**src/rtl/alioth_uart_loader.sv**
```systemverilog
// UART program loader: holds the core while ld_en=1, receives an 8N1 packet
// (A5, 4-byte LE length, payload, 8-bit sum) and writes the payload as 32-bit words.
module alioth_uart_loader #(
    parameter int          CLK_DIV   = 868,
    parameter logic [31:0] BASE_ADDR = 32'h0000_0000,
    parameter int          MAX_BYTES = 65536
) (
    input  logic        clk,
    input  logic        rst,
    input  logic        uart_rx,
    input  logic        ld_en,
    output logic        core_hold,
    output logic        mem_we,
    output logic [31:0] mem_addr,
    output logic [31:0] mem_wdata,
    output logic [3:0]  mem_wstrb,
    output logic        done,
    output logic        err,
    output logic [2:0]  dbg_state
);
    localparam int          CW      = $clog2(CLK_DIV);
    localparam logic [CW-1:0] FULL  = CW'(CLK_DIV - 1);
    localparam logic [CW-1:0] HALF  = CW'(CLK_DIV / 2 - 1);
    localparam logic [31:0] MAX_LEN = 32'(MAX_BYTES);

    typedef enum logic [2:0] {S_IDLE, S_HDR, S_LEN, S_DATA, S_CSUM, S_DONE, S_ERR} state_t;
    typedef enum logic [1:0] {R_IDLE, R_START, R_DATA, R_STOP} rx_state_t;

    // Byte interface between receiver and loader: byte_vld or frame_err pulse
    // for one cycle, rx_byte holds the received byte until the next frame.
    rx_state_t     rx_st;
    logic          rx_s1, rx_s2, rx_prev;
    logic [CW-1:0] cnt;
    logic [2:0]    bitn;
    logic [7:0]    rx_byte;
    logic          byte_vld, frame_err;

    always_ff @(posedge clk or negedge rst) begin
        if (!rst) begin
            rx_st     <= R_IDLE;
            rx_s1     <= 1'b1;
            rx_s2     <= 1'b1;
            rx_prev   <= 1'b1;
            cnt       <= '0;
            bitn      <= '0;
            rx_byte   <= '0;
            byte_vld  <= 1'b0;
            frame_err <= 1'b0;
        end else begin
            rx_s1     <= uart_rx;
            rx_s2     <= rx_s1;
            rx_prev   <= rx_s2;
            byte_vld  <= 1'b0;
            frame_err <= 1'b0;
            case (rx_st)
                R_IDLE: if (rx_prev && !rx_s2) begin
                    rx_st <= R_START;
                    cnt   <= '0;
                end
                R_START: if (cnt == HALF) begin
                    // a line that is high again at mid-start-bit was only a glitch
                    rx_st <= rx_s2 ? R_IDLE : R_DATA;
                    cnt   <= '0;
                    bitn  <= '0;
                end else begin
                    cnt <= cnt + 1'b1;
                end
                R_DATA: if (cnt == FULL) begin
                    rx_byte <= {rx_s2, rx_byte[7:1]};
                    cnt     <= '0;
                    bitn    <= bitn + 1'b1;
                    if (bitn == 3'd7) rx_st <= R_STOP;
                end else begin
                    cnt <= cnt + 1'b1;
                end
                R_STOP: if (cnt == FULL) begin
                    byte_vld  <= rx_s2;
                    frame_err <= !rx_s2;
                    rx_st     <= R_IDLE;
                end else begin
                    cnt <= cnt + 1'b1;
                end
                default: rx_st <= R_IDLE;
            endcase
        end
    end

    state_t      state;
    logic [31:0] len, idx, wbuf, len_next, word_next;
    logic [7:0]  csum;
    logic [3:0]  wstrb_buf, strb_next;
    logic [1:0]  len_cnt, lane;
    logic        last_byte;

    always_comb begin
        lane      = idx[1:0];
        len_next  = {rx_byte, len[31:8]};
        word_next = wbuf | ({24'b0, rx_byte} << {lane, 3'b000});
        strb_next = wstrb_buf | (4'b0001 << lane);
        last_byte = (idx + 32'd1 == len);
    end

    assign dbg_state = state;

    always_ff @(posedge clk or negedge rst) begin
        if (!rst) begin
            state     <= S_IDLE;
            core_hold <= 1'b0;
            done      <= 1'b0;
            err       <= 1'b0;
            mem_we    <= 1'b0;
            mem_addr  <= '0;
            mem_wdata <= '0;
            mem_wstrb <= '0;
            len       <= '0;
            idx       <= '0;
            csum      <= '0;
            wbuf      <= '0;
            wstrb_buf <= '0;
            len_cnt   <= '0;
        end else begin
            mem_we <= 1'b0;
            if (!ld_en) begin
                // leaving download mode drops any partial word without writing it
                state     <= S_IDLE;
                core_hold <= 1'b0;
                done      <= 1'b0;
                err       <= 1'b0;
                idx       <= '0;
                csum      <= '0;
                wbuf      <= '0;
                wstrb_buf <= '0;
                len_cnt   <= '0;
            end else begin
                case (state)
                    S_IDLE: begin
                        state     <= S_HDR;
                        core_hold <= 1'b1;
                    end
                    S_HDR: if (byte_vld && rx_byte == 8'hA5) begin
                        state     <= S_LEN;
                        len_cnt   <= '0;
                        csum      <= '0;
                        idx       <= '0;
                        wbuf      <= '0;
                        wstrb_buf <= '0;
                    end
                    S_LEN: if (frame_err) begin
                        state <= S_ERR;
                        err   <= 1'b1;
                    end else if (byte_vld) begin
                        len     <= len_next;
                        len_cnt <= len_cnt + 1'b1;
                        if (len_cnt == 2'd3) begin
                            if (len_next > MAX_LEN) begin
                                state <= S_ERR;
                                err   <= 1'b1;
                            end else if (len_next == 32'd0) begin
                                state <= S_CSUM;
                            end else begin
                                state <= S_DATA;
                            end
                        end
                    end
                    S_DATA: if (frame_err) begin
                        state <= S_ERR;
                        err   <= 1'b1;
                    end else if (byte_vld) begin
                        csum <= csum + rx_byte;
                        idx  <= idx + 32'd1;
                        if (lane == 2'd3 || last_byte) begin
                            mem_we    <= 1'b1;
                            mem_addr  <= BASE_ADDR + {idx[31:2], 2'b00};
                            mem_wdata <= word_next;
                            mem_wstrb <= strb_next;
                            wbuf      <= '0;
                            wstrb_buf <= '0;
                        end else begin
                            wbuf      <= word_next;
                            wstrb_buf <= strb_next;
                        end
                        if (last_byte) state <= S_CSUM;
                    end
                    S_CSUM: if (frame_err) begin
                        state <= S_ERR;
                        err   <= 1'b1;
                    end else if (byte_vld) begin
                        if (rx_byte == csum) begin
                            state     <= S_DONE;
                            done      <= 1'b1;
                            core_hold <= 1'b0;
                        end else begin
                            state <= S_ERR;
                            err   <= 1'b1;
                        end
                    end
                    S_DONE, S_ERR: ;
                    default: state <= S_IDLE;
                endcase
            end
        end
    end
endmodule
```
**config.mk**
```make
export PLATFORM = sky130hd
export DESIGN_NAME = alioth_uart_loader
export DESIGN_NICKNAME = d
export VERILOG_FILES = /design/src/rtl/alioth_uart_loader.sv
export SDC_FILE = /design/constraint.sdc
export NUM_CORES = 1
export LEC_CHECK = 0
export ABC_AREA = 1
export CAP_MARGIN = 10
export CORE_MARGIN = 3
export CORE_UTILIZATION = 25
export DETAILED_ROUTE_END_ITERATION = 8
export PLACE_DENSITY = 0.51
export SLEW_MARGIN = 0
export SYNTH_ARGS = -nofsm -noshare
export SYNTH_HDL_FRONTEND = slang
export SYNTH_SLANG_ARGS = --single-unit
```
**constraint.sdc**
```tcl
create_clock -name clk -period 8.05 [get_ports clk]
set_input_delay 1.61 -clock clk [delete_from_list [all_inputs] [get_ports clk]]
set_output_delay 1.61 -clock clk [all_outputs]
set_load 0.03 [all_outputs]
```
==> impl_metrics.py <==
metrics = {
    "clocking": {
        "clk_path_buf_depth": 3,
        "clk_latency_ns": 0.54,
        "clock-sinks": 211,
        "cts_tree": "yes",
        "cts_hold_buf": 0,
        "cts_root_buffer": "clkbuf_16",
        "cts_htree_levels": 1,
        "cts_resized": 0,
        "cts_setup_buffers": 0,
        "cts_buffers": 25,
        "path_clk_slew_ns": 0.06,
    },
    "synth": {
        "yosysTopAreaCellShare_pct": 46.79,
        "synthArstFlopShare_pct": 100.0,
        "synthTopCellsByArea": "dfrtp_1 (47%), nand2_1 (17%), nand3_1 (8.0%)",
        "yosysMostFrequentCell": "nand2_1",
        "yosysUniqueCellTypes": 40,
        "syn_area_um2": 11120,
        "yosysWarnings": 0,
        "ys_top_cells_by_count": "nand2_1 (507), dfrtp_1 (208), nand3_1 (178)",
        "ys_seq_elements": 211,
        "syn_inst": 1502,
        "synth-edff-count": 0,
        "yosysTopAreaCell": "dfrtp_1",
        "synth.avg_cell_area_um2": 7.406,
        "yosysSeqAreaShare_pct": 47.50,
        "synth_ff_type": "dfrtp_1",
    },
    "place": {
        "port_buffers": 76,
        "dp_cells": 2116,
        "dp_hpwl_um": 23190,
        "gp_congestion": 0.8480,
    },
    "route": {
        "antenna_left": 0,
        "vias": 10000,
        "viasPerCell": 4.626,
        "drc_errors": 0,
        "detail_route.wl_per_cell_um": 15.35,
        "routed_wl_um": 33180,
        "dr.pass1.iters": 5,
        "drt_iter0_markers": 554,
    },
    "sta": {
        "finalCriticalPeriod_ns": 4.504,
        "slew_headroom_pct": 22.88,
        "fmaxAchievable_ghz": 0.2220,
        "finalSetupViolations": 0,
        "tns_ns": 0,
        "report.final.slew_viol_count": 0,
        "final_hold_viol_count": 0,
        "rsz0062_at_grt": "no",
        "fin_crit_sh_pct": 55.95,
        "worst_pin_slew_ns": 1.157,
        "finClkSkew_ns": 0.01093,
    },
    "global_route": {
        "grt_pass1_wl_um": 54210,
        "antenna_found_initial": 0,
        "grt_pass1_vias": 10010,
        "overflow": 0,
        "grt_max_degree": 104,
        "grt_util_all_layers_pct": 14.08,
    },
    "layout": {
        "syn_to_final_growth_pct": 19.36,
        "drive_above_1_share_pct": 4.692,
        "diodes": 0,
        "nets": 1580,
        "fin_cells": 2162,
    },
    "floorplan": {
        "initial_core_util_pct": 25.54,
        "die_h_um": 216.9,
        "die-area_um2": 47060,
        "io-pin-count": 79,
        "rows": 76,
        "fp.dieW_um": 216.9,
        "coreArea_um2": 43550,
    },
    "critical_path": {
        "critical_path_arrival_ns": 4.92,
        "endpoint_kind": "flop",
        "setup.worst_path.class": "flop to flop",
        "start_kind": "flop",
        "crit_required_ns": 8.47,
        "cp_max_fo": 103,
    },
    "run_status": {
        "outcome": "finished, final reports clean",
    },
    "flow_run": {
        "drv_cap": 0,
    },
    "power": {
        "leakage_nw": 6.126,
        "vdd_ir_drop_max_v": 0.0001246,
        "power_density_nw_per_um2": 193.3,
        "p_total_mw": 2.567,
    },
    "hold_path": {
        "holdCritPathClass": "flop to flop",
    },
}
==> metrics by stage <==
| stage | util, % | setup WS, ns | hold slack, ns | area (um^2) |
|---|---|---|---|---|
| 4_1_cts | 30.48 | 3.507 | 0.3580 | 13280 |
| 5_1_grt | 30.48 | 3.081 | 0.3585 | 13280 |
| 2_1_floorplan | - | 4.979 | 0.3452 | 11130 |
| 3_5_place_dp | 28.53 | 3.275 | 0.3493 | 12420 |
| 6_report | 30.48 | 3.546 | 0.3562 | 13280 |
| 3_3_place_gp | 28.53 | 3.306 | 0.3481 | 12420 |
==> flip-flops by register name, indices dropped and copies added, names as in the netlist, 2 cells and up, named ones only <==
| register | flops |
|---|---|
| rx_byte | 8 |
| mem_addr | 30 |
| mem_wstrb | 4 |
| cnt | 10 |
| dbg_state | 3 |
| bitn | 3 |
| wstrb_buf | 4 |
| wbuf | 32 |
| idx | 32 |
| mem_wdata | 32 |
| len_cnt | 2 |
| len | 32 |
| csum | 8 |
==> critical path, cell delays in order (launching register included) <==
cell and delay, ns:
dfrtp_1 0.71, inv_1 0.40, nor2_4 0.34, nand2_2 0.14, nor2_1 0.37, nand3_1 0.13
nand3_1 0.10, nand2_1 0.12, nor2_1 0.12, nand2_1 0.06, nor2_1 0.15, nand3_1 0.14
nand2_4 0.80, nand2_2 0.05, buf_4 0.41, nand2_1 0.16, nand2_1 0.06
==> cell families (layout without fill, tap and decap cells) <==
logic type | count (synthesis) | count (layout) | synth area share (%)
simple gates | 842 | 842 | 31.77
buf+inv | 222 | 296 | 8.099
flops | 211 | 211 | 47.50
compound gates | 201 | 201 | 9.955
fa+ha+maj | 18 | 18 | 2.092
xor+xnor | 7 | 7 | 0.5512
other cells | 1 | 2 | 0.03371
==> layer usage <==
layer	vias up	share of wire, %	global-route usage [%]	wire, um
met1	4783	48	19.48	16060
met5	-	0	0	0
met4	0	2.5	4.110	823
met2	189	45	22.84	14920
met3	54	4.2	2.234	1383
li1	4975	-	-	-
==> power breakdown <==
part / internal, mW / switching (mW)
logic: 0.0790 / 0.218
registers: 1.08 / 0.0258
clock network: 0.698 / 0.462
==> final timing paths <==
| path | startpoint | to | slack, ns | cells past startpoint |
|---|---|---|---|---|
| setup / recovery | idx[0] | mem_wdata[19] | 3.55 | 16 |
| max in group asynchronous | rst | cnt[6] | 5.52 | 2 |
| hold reg to reg | rx_s1 | rx_s2 | 0.36 | 0 |
| hold / removal | rx_s1 | rx_s2 | 0.36 | 0 |
| setup reg to reg | idx[0] | mem_wdata[19] | 3.55 | 16 |
| min in group asynchronous | rst | mem_addr[28] | 1.00 | 1 |
==> cell type report <==
class                           instances  area [um^2]
Tap cell                              585        732.0
Timing Repair Buffer                   84        825.8
Clock buffer                           40        782.0
Multi-Input combinational cell       1070         4960
Sequential cell                       211         5284
Clock inverter                          6        70.07
Fill cell                            4789        30280
Inverter                              166        623.1
==> placed cells by master, fill, tap and decap left out, types with 4 or more instances in the layout <==
cell / Yosys / layout
nand2_2: 5 / 4
xor2_1: 5 / 5
o22ai_1: 51 / 51
inv_1: 164 / 163
nor2_2: 5 / 5
clkbuf_1: 37 / 5
a21oi_1: 20 / 20
clkdlybuf4s50_1: 0 / 75
nor2_1: 102 / 101
nand3_1: 178 / 177
buf_4: 8 / 8
or2_2: 5 / 5
ha_1: 17 / 17
dfrtp_1: 208 / 208
clkinv_2: 0 / 4
nand2_1: 507 / 507
clkbuf_8: 0 / 10
clkbuf_16: 0 / 25
nor2_4: 4 / 5
o21ai_0: 116 / 116
nor3_1: 10 / 10
nand4_1: 16 / 16
(Power assumes the default switching activity.)
